### config.mk
export PLATFORM = sky130hd
export DESIGN_NAME = rsa16
export DESIGN_NICKNAME = d
export VERILOG_FILES = /design/src/rtl/rsa16_pkg.sv /design/src/rtl/rsa16_modmul.sv /design/src/rtl/rsa16.sv
export SDC_FILE = /design/constraint.sdc
export NUM_CORES = 1
export LEC_CHECK = 0
export ABC_AREA = 0
export CELL_PAD_IN_SITES_DETAIL_PLACEMENT = 2
export CELL_PAD_IN_SITES_GLOBAL_PLACEMENT = 2
export CORE_MARGIN = 5
export CORE_UTILIZATION = 35
export CTS_BUF_LIST = sky130_fd_sc_hd__clkbuf_4
export DETAILED_ROUTE_END_ITERATION = 10
export PLACE_DENSITY_LB_ADDON = 0.05
export SLEW_MARGIN = 20
export SYNTH_ARGS = -nofsm -noshare
export SYNTH_HDL_FRONTEND = slang
export SYNTH_HIERARCHICAL = 1
export SYNTH_SLANG_ARGS = --single-unit
### constraint.sdc
create_clock -name i_clk -period 6.7 [get_ports i_clk]
set_input_delay 1.005 -clock i_clk [delete_from_list [all_inputs] [get_ports i_clk]]
set_output_delay 1.005 -clock i_clk [all_outputs]
set_load 0.01 [all_outputs]
### src/rtl/rsa16_pkg.sv
// Shared types, constants and the modular-multiply iteration step for the
// rsa16 modular exponentiation engine.
package rsa16_pkg;

  localparam int W         = 16;
  localparam int DW        = W + 2;   // modmul datapath width, holds values < 3N
  localparam int MM_ITERS  = W;       // shift-add iterations per modular multiply
  localparam int MM_CYCLES = MM_ITERS + 1;
  localparam int LATENCY   = MM_CYCLES + W * MM_CYCLES;
  localparam int PHASES    = W;       // one LOOP phase per exponent bit

  typedef enum logic [1:0] {
    IDLE = 2'd0,
    INIT = 2'd1,
    LOOP = 2'd2,
    DONE = 2'd3
  } state_t;

  // One interleaved step: P = 2P + a*B, then up to two subtractions of N.
  // With P < N and B < N the sum is below 3N, so two corrections suffice.
  function automatic logic [DW-1:0] mm_step(
    input logic [DW-1:0] p,
    input logic [W-1:0]  b,
    input logic [W-1:0]  n,
    input logic          a_bit
  );
    logic [DW-1:0] t;
    logic [DW-1:0] n_ext;
    n_ext = {2'b00, n};
    t = {p[DW-2:0], 1'b0} + (a_bit ? {2'b00, b} : {DW{1'b0}});
    if (t >= n_ext) t = t - n_ext;
    if (t >= n_ext) t = t - n_ext;
    return t;
  endfunction

endpackage

### src/rtl/rsa16_modmul.sv
// Iterative modular multiplier: P = A*B mod N in one launch cycle plus
// MM_ITERS shift-add iterations, consuming A from its MSB downwards.
// A launch always wins, even over an operation still in progress.
module rsa16_modmul
  import rsa16_pkg::*;
(
  input  logic         clk_i,
  input  logic         rst_i,
  input  logic         start_i,
  input  logic [W-1:0] a_i,
  input  logic [W-1:0] b_i,
  input  logic [W-1:0] n_i,
  output logic         busy_o,
  output logic         done_o,
  output logic [W-1:0] p_o
);

  logic [W-1:0]  a_q, b_q, n_q;
  logic [DW-1:0] p_q, p_d;
  logic [4:0]    cnt_q;
  logic          run_q;
  logic          iter_last;

  assign iter_last = (cnt_q == 5'(MM_ITERS));

  // Next partial product for the current multiplier bit.
  always_comb begin
    p_d = mm_step(p_q, b_q, n_q, a_q[W-1]);
  end

  // Launch loads operands and clears the accumulator; otherwise iterate until done.
  always_ff @(posedge clk_i or posedge rst_i) begin
    if (rst_i) begin
      a_q   <= '0;
      b_q   <= '0;
      n_q   <= '0;
      p_q   <= '0;
      cnt_q <= '0;
      run_q <= 1'b0;
    end else if (start_i) begin
      a_q   <= a_i;
      b_q   <= b_i;
      n_q   <= n_i;
      p_q   <= '0;
      cnt_q <= '0;
      run_q <= 1'b1;
    end else if (run_q && !iter_last) begin
      p_q   <= p_d;
      a_q   <= {a_q[W-2:0], 1'b0};
      cnt_q <= cnt_q + 5'd1;
    end
  end

  assign busy_o = run_q && !iter_last;
  assign done_o = run_q && iter_last;
  assign p_o    = p_q[W-1:0];

endmodule

### src/rtl/rsa16.sv
// 16-bit modular exponentiation (base^exp mod N), right-to-left binary
// square-and-multiply over all exponent bits with fixed latency.
// The square unit first reduces the base (base*1 mod N) during INIT, then
// squares once per LOOP phase; the multiply unit runs every phase and its
// product is kept only when the current exponent bit is set.
// Handshake: a start is accepted on a rising edge with i_start=1 in IDLE or
// DONE; o_end rises LATENCY edges later with o_result valid, and both hold
// until the next accepted start or reset.
module rsa16
  import rsa16_pkg::*;
(
  input  logic         i_clk,
  input  logic         i_rst,
  input  logic         i_start,
  input  logic [W-1:0] i_base,
  input  logic [W-1:0] i_exp,
  input  logic [W-1:0] i_N,
  output logic [W-1:0] o_result,
  output logic         o_end
);

  state_t       state_q;
  logic [W-1:0] exp_q, n_q;
  logic [W-1:0] base_r_q, res_r_q;
  logic [3:0]   phase_q;
  logic [W-1:0] result_q;
  logic         end_q;

  logic         accept;
  logic [W-1:0] res_init, res_next, base_next;
  logic [W-1:0] mm_n;

  logic         sq_start, sq_busy, sq_done;
  logic [W-1:0] sq_a, sq_b, sq_p;
  logic         mul_start, mul_busy, mul_done;
  logic [W-1:0] mul_a, mul_b, mul_p;
  logic         units_idle, phase_end;

  assign units_idle = !sq_busy && !mul_busy;
  assign phase_end  = sq_done && mul_done && units_idle;

  // Launch control and operand muxing for both multiply units.
  always_comb begin
    accept    = i_start && ((state_q == IDLE) || (state_q == DONE));
    res_init  = (n_q > 16'd1) ? 16'd1 : 16'd0;
    res_next  = exp_q[phase_q] ? mul_p : res_r_q;
    base_next = sq_p;
    mm_n      = accept ? i_N : n_q;
    sq_start  = 1'b0;
    sq_a      = base_r_q;
    sq_b      = base_r_q;
    mul_start = 1'b0;
    mul_a     = res_r_q;
    mul_b     = base_r_q;
    if (accept) begin
      sq_start = 1'b1;
      sq_a     = i_base;
      sq_b     = 16'd1;
    end else if ((state_q == INIT) && sq_done && units_idle) begin
      sq_start  = 1'b1;
      sq_a      = sq_p;
      sq_b      = sq_p;
      mul_start = 1'b1;
      mul_a     = res_init;
      mul_b     = sq_p;
    end else if ((state_q == LOOP) && phase_end && (phase_q != 4'(PHASES - 1))) begin
      sq_start  = 1'b1;
      sq_a      = base_next;
      sq_b      = base_next;
      mul_start = 1'b1;
      mul_a     = res_next;
      mul_b     = base_next;
    end
  end

  rsa16_modmul u_sq (
    .clk_i   (i_clk),
    .rst_i   (i_rst),
    .start_i (sq_start),
    .a_i     (sq_a),
    .b_i     (sq_b),
    .n_i     (mm_n),
    .busy_o  (sq_busy),
    .done_o  (sq_done),
    .p_o     (sq_p)
  );

  rsa16_modmul u_mul (
    .clk_i   (i_clk),
    .rst_i   (i_rst),
    .start_i (mul_start),
    .a_i     (mul_a),
    .b_i     (mul_b),
    .n_i     (mm_n),
    .busy_o  (mul_busy),
    .done_o  (mul_done),
    .p_o     (mul_p)
  );

  // Sequencer: operand capture, per-phase register update and result latch.
  always_ff @(posedge i_clk or posedge i_rst) begin
    if (i_rst) begin
      state_q  <= IDLE;
      exp_q    <= '0;
      n_q      <= '0;
      base_r_q <= '0;
      res_r_q  <= '0;
      phase_q  <= '0;
      result_q <= '0;
      end_q    <= 1'b0;
    end else begin
      case (state_q)
        IDLE, DONE: begin
          if (accept) begin
            exp_q    <= i_exp;
            n_q      <= i_N;
            base_r_q <= '0;
            res_r_q  <= '0;
            phase_q  <= '0;
            end_q    <= 1'b0;
            state_q  <= INIT;
          end
        end
        INIT: begin
          if (sq_done && units_idle) begin
            base_r_q <= sq_p;
            res_r_q  <= res_init;
            phase_q  <= '0;
            state_q  <= LOOP;
          end
        end
        LOOP: begin
          if (phase_end) begin
            base_r_q <= base_next;
            res_r_q  <= res_next;
            if (phase_q == 4'(PHASES - 1)) begin
              // A zero modulus has no meaningful residue; report 0.
              result_q <= (n_q == 16'd0) ? 16'd0 : res_next;
              end_q    <= 1'b1;
              state_q  <= DONE;
            end else begin
              phase_q <= phase_q + 4'd1;
            end
          end
        end
        default: state_q <= IDLE;
      endcase
    end
  end

  assign o_result = result_q;
  assign o_end    = end_q;

endmodule

* Yosys cells after proc, flatten, opt, wreduce, memory -nomap -nowiden
Cells that the tools add are included.
** Storage, ports and cells
- Register bits :: 229
- Output and inout port bits :: 17
- Input port bits :: 51
- Word-level logic and storage cells :: 134
** Cells by class
- Equal/unequal tests :: 12
- Multiplexer cells :: 57
- Add/subtract/negate cells :: 9
- Reductions and logical operators :: 30
- Magnitude comparators :: 6
** Operators with widths (number)
- $mux 16 :: 22
- $mux 17 :: 6
- $pmux 16 s3 :: 2
- $ge 18x16->1 :: 4
- $add 18x16->18 :: 2
- $mux 18 :: 2
- $sub 18x16->18 :: 2
- $sub 17x16->17 :: 2
- $mux 5 :: 4
- $gt 16x1->1 const B :: 1
- $logic_not 16->1 :: 1
- $mux 4 :: 4
- $logic_and 1x1->1 :: 13
- $pmux 4 s3 :: 1
- $reduce_and 4->1 :: 3
- $add 5x1->5 const B :: 2
- $eq 5x5->1 const B :: 2
- $mux 1 :: 9
- $mux 2 :: 4
- $ne 2x2->1 const B :: 3
- $pmux 2 s3 :: 1
- $reduce_and 3->1 :: 2
- $reduce_bool 2->1 :: 3
- $lt 4x5->1 const B :: 1
- other kinds (13) :: 18

* Longest topological paths before layout
- Word-level depth :: 12
- Depth in mapped cells :: 36
- Depth with buffers taken out :: 32

* By module
Netlist, hierarchy kept.
** By module, submodules not included
- rsa16_modmul at u_mul :: seq. area each 1776.7 µm², times used 1, cells an instance 681, area an instance 5950.7 µm²
- rsa16_modmul at u_sq :: seq. area each 1776.7 µm², times used 1, cells an instance 680, area an instance 5914.4 µm²
- rsa16 :: seq. area each 2177.1 µm², times used 1, cells an instance 551, area an instance 4878.4 µm²

* Least setup slack after synthesis
OpenSTA, ideal clock, no wires.
- Path type :: reg-to-reg
- Start :: register u_sq.a_q[15]
- End :: register u_sq.p_q[2]
- Setup slack :: -0.170 ns
- Arrival time :: 6.759 ns
- Setup time :: 0.111 ns
- Data required time :: 6.589 ns
- Cell stages (with the launch flop) :: 36
- Period minus slack after synthesis :: 6.870 ns
- Path buffers :: 4
- Cells stage by stage :: dfrtp_1 -> and2_1 -> ha_1 -> inv_1 -> fa_1 -> nor2b_1 -> o31a_1 -> o21ai_0 -> nand2b_1 -> a21o_2 -> a21oi_1 -> xnor2_1 -> ha_1 -> a21oi_1 -> o21ai_0 -> a21o_1 -> a221oi_1 -> o21ai_0 -> a211oi_1 -> clkbuf_1 -> clkbuf_1 -> nor2_1 -> a31oi_1 -> ha_1 -> fa_1 -> nor2b_1 -> o21ai_0 -> a21oi_1 -> nor3_1 -> o221ai_1 -> a31o_2 -> a21o_2 -> or4_4 -> buf_6 -> buf_8 -> a2111oi_2
** Between the ends
- Cells in the longest elaborated chain, start to end :: 8
- Elaborated cells between the ends (all ways) :: 10
- Classes of those cells :: add/sub (3); order compare (2); mux (5)
** Ends and longest elaborated chain
- from (decl) :: RTL line rsa16_modmul.sv:18 : logic [W-1:0] a_q, b_q, n_q;
- from (signal assigned) :: RTL line rsa16_modmul.sv:41 : a_q <= a_i;
- from (signal assigned) :: RTL line rsa16_modmul.sv:49 : a_q <= {a_q[W-2:0], 1'b0};
- $mux 16 (*) :: RTL line rsa16_pkg.sv:30 : t = {p[DW-2:0], 1'b0} + (a_bit ? {2'b00, b} : {DW{1'b0}});
- $add 18x16->18 (*) :: RTL line rsa16_pkg.sv:30
- $sub 18x16->18 or $ge 18x16->1 (tied branches) :: RTL line rsa16_pkg.sv:31 : if (t >= n_ext) t = t - n_ext;
- $mux 18 (*) :: RTL line rsa16_pkg.sv:31
- $sub 17x16->17 or $ge 18x16->1 (tied branches) :: RTL line rsa16_pkg.sv:32 : if (t >= n_ext) t = t - n_ext;
- $mux 17 (*) :: RTL line rsa16_pkg.sv:32
- $mux 17 (*) :: RTL line rsa16_modmul.sv:47 : end else if (run_q && !iter_last) begin
- $mux 17 (*) :: RTL line rsa16_modmul.sv:40 : end else if (start_i) begin
- to (signal assigned) :: RTL line rsa16_modmul.sv:48 : p_q <= p_d;
- to (decl) :: RTL line rsa16_modmul.sv:19 : logic [DW-1:0] p_q, p_d;
Mark *: on every way between the ends. The rest lies on a longest branch, timed or not. The select of a mux whose other input is x is not followed.
A chain may end at the register's enable or synchronous reset.

* Worst setup path after layout
- Start :: register u_sq.a_q[15]
- End :: register u_sq.p_q[11]
The elaborated chain is that of the path after synthesis.

==> results summary <==
The count of final setup violators is 17. Max-cap violations in this run came to 0. The number of enable-type register cells in the synthesized netlist came out at 0.

The remaining max-slew budget at the tightest pin came out at between 20 and 30%. The buffering stage count on the worst path with inverters included is 8. The placed wire-length estimate after detailed placement is approximately 45 mm. The H-tree was split into 3 levels. A synthesized cell averages slightly below 9 um2. The cell area after synthesis came out at 16700 um2. For this block, the initial DRC count from the detailed router was 836.

The synthesis-stage register bit count is 229. Dividing the detail-routed wire length by the instance count gives 23.3 um. The number of I/O pins came out at between 60 and 70. The final worst clock skew came out at 0.0596 ns.

For the worst setup path, the data required time is around 7.4 ns. Setup slack on the critical path of the routed design comes to -0.286 ns. The maximum fanout encountered on the critical timing path is 7.

The number of buffers inserted by port buffering is 67. Timing analysis after detailed placement gives a worst setup slack of -0.595 ns. Entering global routing, the biggest net connects roughly 100 pins. In the finished design, the share of the clock period the worst path needs comes to 104%.

The most used flip-flop cell after synthesis is dfrtp_1. After floorplanning, the core was sized to cover 47500 um2. STA classifies the critical path startpoint as a register. The number of placed instances, taps included, is roughly 2.7k. The overall die area is 52300 um2. The final reports fail on negative setup slack. The initial utilization of the core area, before any placement, comes to about a third. The die width came out at between 200 and 250 um. The count of hold buffers inserted by post-cts repair came out at 0. The Yosys step of the flow raised 6 warnings. The category of the critical setup timing path is reg -> reg.

For the worst-skew pair, the clock arrives at the later sink with an insertion delay of about 0.8 ns. The first global-routing pass estimated 99.0 mm of wire. The arrival time of the worst setup path came out at approximately 7.7 ns.

Setup repair after global routing could not meet its margin everywhere. The worst setup path is captured at a register. The area added between synthesis and finish came out at 28.2%. The post-route non-filler standard cell count is about 2.9k.

The layout net count came out at about 2.4k. The fraction of layout cells with a size suffix above 1 came out at between 20% and 30%. The number of global-route vias before repair came out at ~17k. The slowest stage of the critical path belongs to the cell or4_4. The cell sitting at the root of the clock tree is a clkbuf_4. The die boundary height came out at roughly 230 um. The number of design rule violations left after detail routing is 0. Clock-pin slew was measured on the worst setup and hold paths at 0.07 ns. The largest stage delay on the critical path is ~0.53 ns. The number of placement rows came out at 80. The final layout contains routed wiring with a total length of 66.9 mm.

The actual transition at the worst max-transition pin came out at 1.08 ns. The final critical path time including I/O delays and setup came out at ~7.0 ns. The filler cell count in the final layout came out at 5267. The per-cell via count in the routed design is 5.55.

The worst min-delay path class is reg -> reg. The initial antenna violation count is 4. The count of final hold-check violations came out at 0. For this design, the sink count on the clock tree is 229. Sequential elements use around 34% of the synthesized area. The detailed router placed between 15k and 20k vias in this run. The first-pass detailed-route iteration total came out at 4. The antenna violation net count after detailed routing came out at 0. The max-slew violation count came out at 0.

The cell count after synthesis came out at roughly 1.9k. The net count of the mapped netlist came out at about 2.1k. The total global routing track utilization is about a quarter. In this run, distinct cell masters in the synthesized netlist total 98. Static timing analysis puts the maximum clock frequency at 143 MHz.

The maximum buffer depth of the clock tree is 3. The global-route congestion overflow total is 0. The CTS tree is yes.

At the end of routability-driven placement, the weighted congestion stood at 0.831. The run finished, with violations left. The fraction of registers with async set or reset after synthesis is 100%. The cell family contributing the most delay on the critical path is compound AO/OA/AOI/OAI gates. In this run, CTS created clock tree buffers numbering 75.
[worst reg2reg max path: cells and delay by family, from the launching register on]
family	cells	cell delay (ns)
AOI/OAI and AO/OA	13	2.55
and+or+nand+nor	8	1.50
buffers and inverters	8	1.12
adders and majority gates	5	1.10
DFF	1	0.45
xor gates and xnor gates	1	0.11
[cell usage in the layout (no fill, tap or decap), types with 38 or more instances in the layout]
master           Yosys  routed
buf_4               34     246
clkbuf_4             0     102
xnor2_1             48      42
nand2_1            298     293
mux2_2              72      71
clkdlybuf4s50_1      0      67
o211ai_1            45      45
inv_1               82      77
ha_1               102      84
nor2_1             115     113
o21ai_0            145     123
mux2i_1             51      51
dfrtp_1            229     227
a21oi_1            105      91
and2_1              41      38
[area by class of cell]
cell class	count	area (um2)	area share, %
timing repair buffer	327	2760	12.9
clock buffer	102	766	3.57
tap	615	769	3.59
antenna	4	10.0	0.0466
clock inverter	30	143	0.665
inverter	84	318	1.48
sequential	229	5730	26.7
multi-input combinational	1476	11000	51.1
[metrics by stage]
step / setup TNS [ns] / instance area (um2) / hold slack (ns) / util, %
after CTS: -0.0425 / 20800 / 0.485 / 43.7
after floorplan: 0 / 16700 / 0.437 / -
after detailed placement: -9.78 / 19200 / 0.469 / 40.3
after global routing: -8.69 / 21500 / 0.504 / 45.1
final: -3.28 / 21500 / 0.475 / 45.1
after global placement: -4.53 / 19200 / 0.452 / 40.3
[state kept, by name, summed over array words and instances (netlist names), 5 cells and up]
signal and flops:
u_sq/p_q 17, res_r_q 16, u_mul/n_q 16, u_mul/p_q 17, exp_q 16, n_q 16
u_mul/a_q 16, u_sq/b_q 16, o_result 16, u_sq/n_q 16, u_sq/a_q 16, u_mul/b_q 16
u_sq/cnt_q 5, u_mul/cnt_q 5, base_r_q 16
[kinds of logic (layout without fill, tap and decap cells)]
logic type / count (synthesis) / count (layout) / share of synthesized area [%]
muxes: 125 / 125 / 8.14
DFF: 229 / 229 / 34.2
AOI/OAI and AO/OA: 496 / 496 / 20.2
and+or+nand+nor: 671 / 671 / 19.0
buffers and inverters: 207 / 543 / 6.03
adders and majority gates: 108 / 108 / 8.34
xor gates and xnor gates: 76 / 76 / 4.09
other: 0 / 4 / 0
[routing by layer]
layer  track usage (%)  wire (um)  vias up
met5                 0         12        -
met4              5.60       1230        2
met3              3.90       1880       84
met2              40.1      32900      255
met1              31.2      30900     8134
li1                  -          -     7427
[path summary, 6_finish.rpt]
kind / start / to / slack [ns] / cells past startpoint
hold reg to reg: exp_q[3] / exp_q[3] / 0.48 / 2
hold / removal: exp_q[3] / exp_q[3] / 0.48 / 2
setup / recovery: u_sq/a_q[15] / u_sq/p_q[11] / -0.29 / 35
setup reg to reg: u_sq/a_q[15] / u_sq/p_q[11] / -0.29 / 35
min in group asynchronous: i_rst / exp_q[14] / 0.58 / 2
max in group asynchronous: i_rst / u_sq/n_q[13] / 4.75 / 3
[cells in the mapped netlist, types with 15 or more instances]
cell | instances | area, um2
nor3_1 | 39 | 195
clkbuf_1 | 56 | 210
ha_1 | 102 | 1280
nand3_1 | 28 | 140
nor2_1 | 115 | 432
nand2b_1 | 37 | 231
inv_1 | 82 | 308
mux2_2 | 72 | 811
buf_4 | 34 | 255
a21oi_1 | 105 | 526
dfrtp_1 | 229 | 5730
nand4_1 | 25 | 156
o211ai_1 | 45 | 338
o21a_1 | 16 | 120
mux2i_1 | 51 | 510
xnor2_1 | 48 | 420
and2_1 | 41 | 257
nand2_1 | 298 | 1120
a22o_1 | 17 | 149
o21ai_0 | 145 | 726
a32o_1 | 15 | 150
a21o_1 | 23 | 173
xor2_1 | 27 | 236
[timing repair]
item | in CTS | in global routing
endpoints found under the setup margin | 31 | 34
hold endpoints to repair | 0 | 0
cloned | 2 | 1
pin swaps | 42 | 43
buffers inserted | 30 | 14
resized for setup | 96 | 88
Power is left out: the tool's default activity adds up to more than one toggle a clock period on the data nets, which glitch-free logic cannot reach.
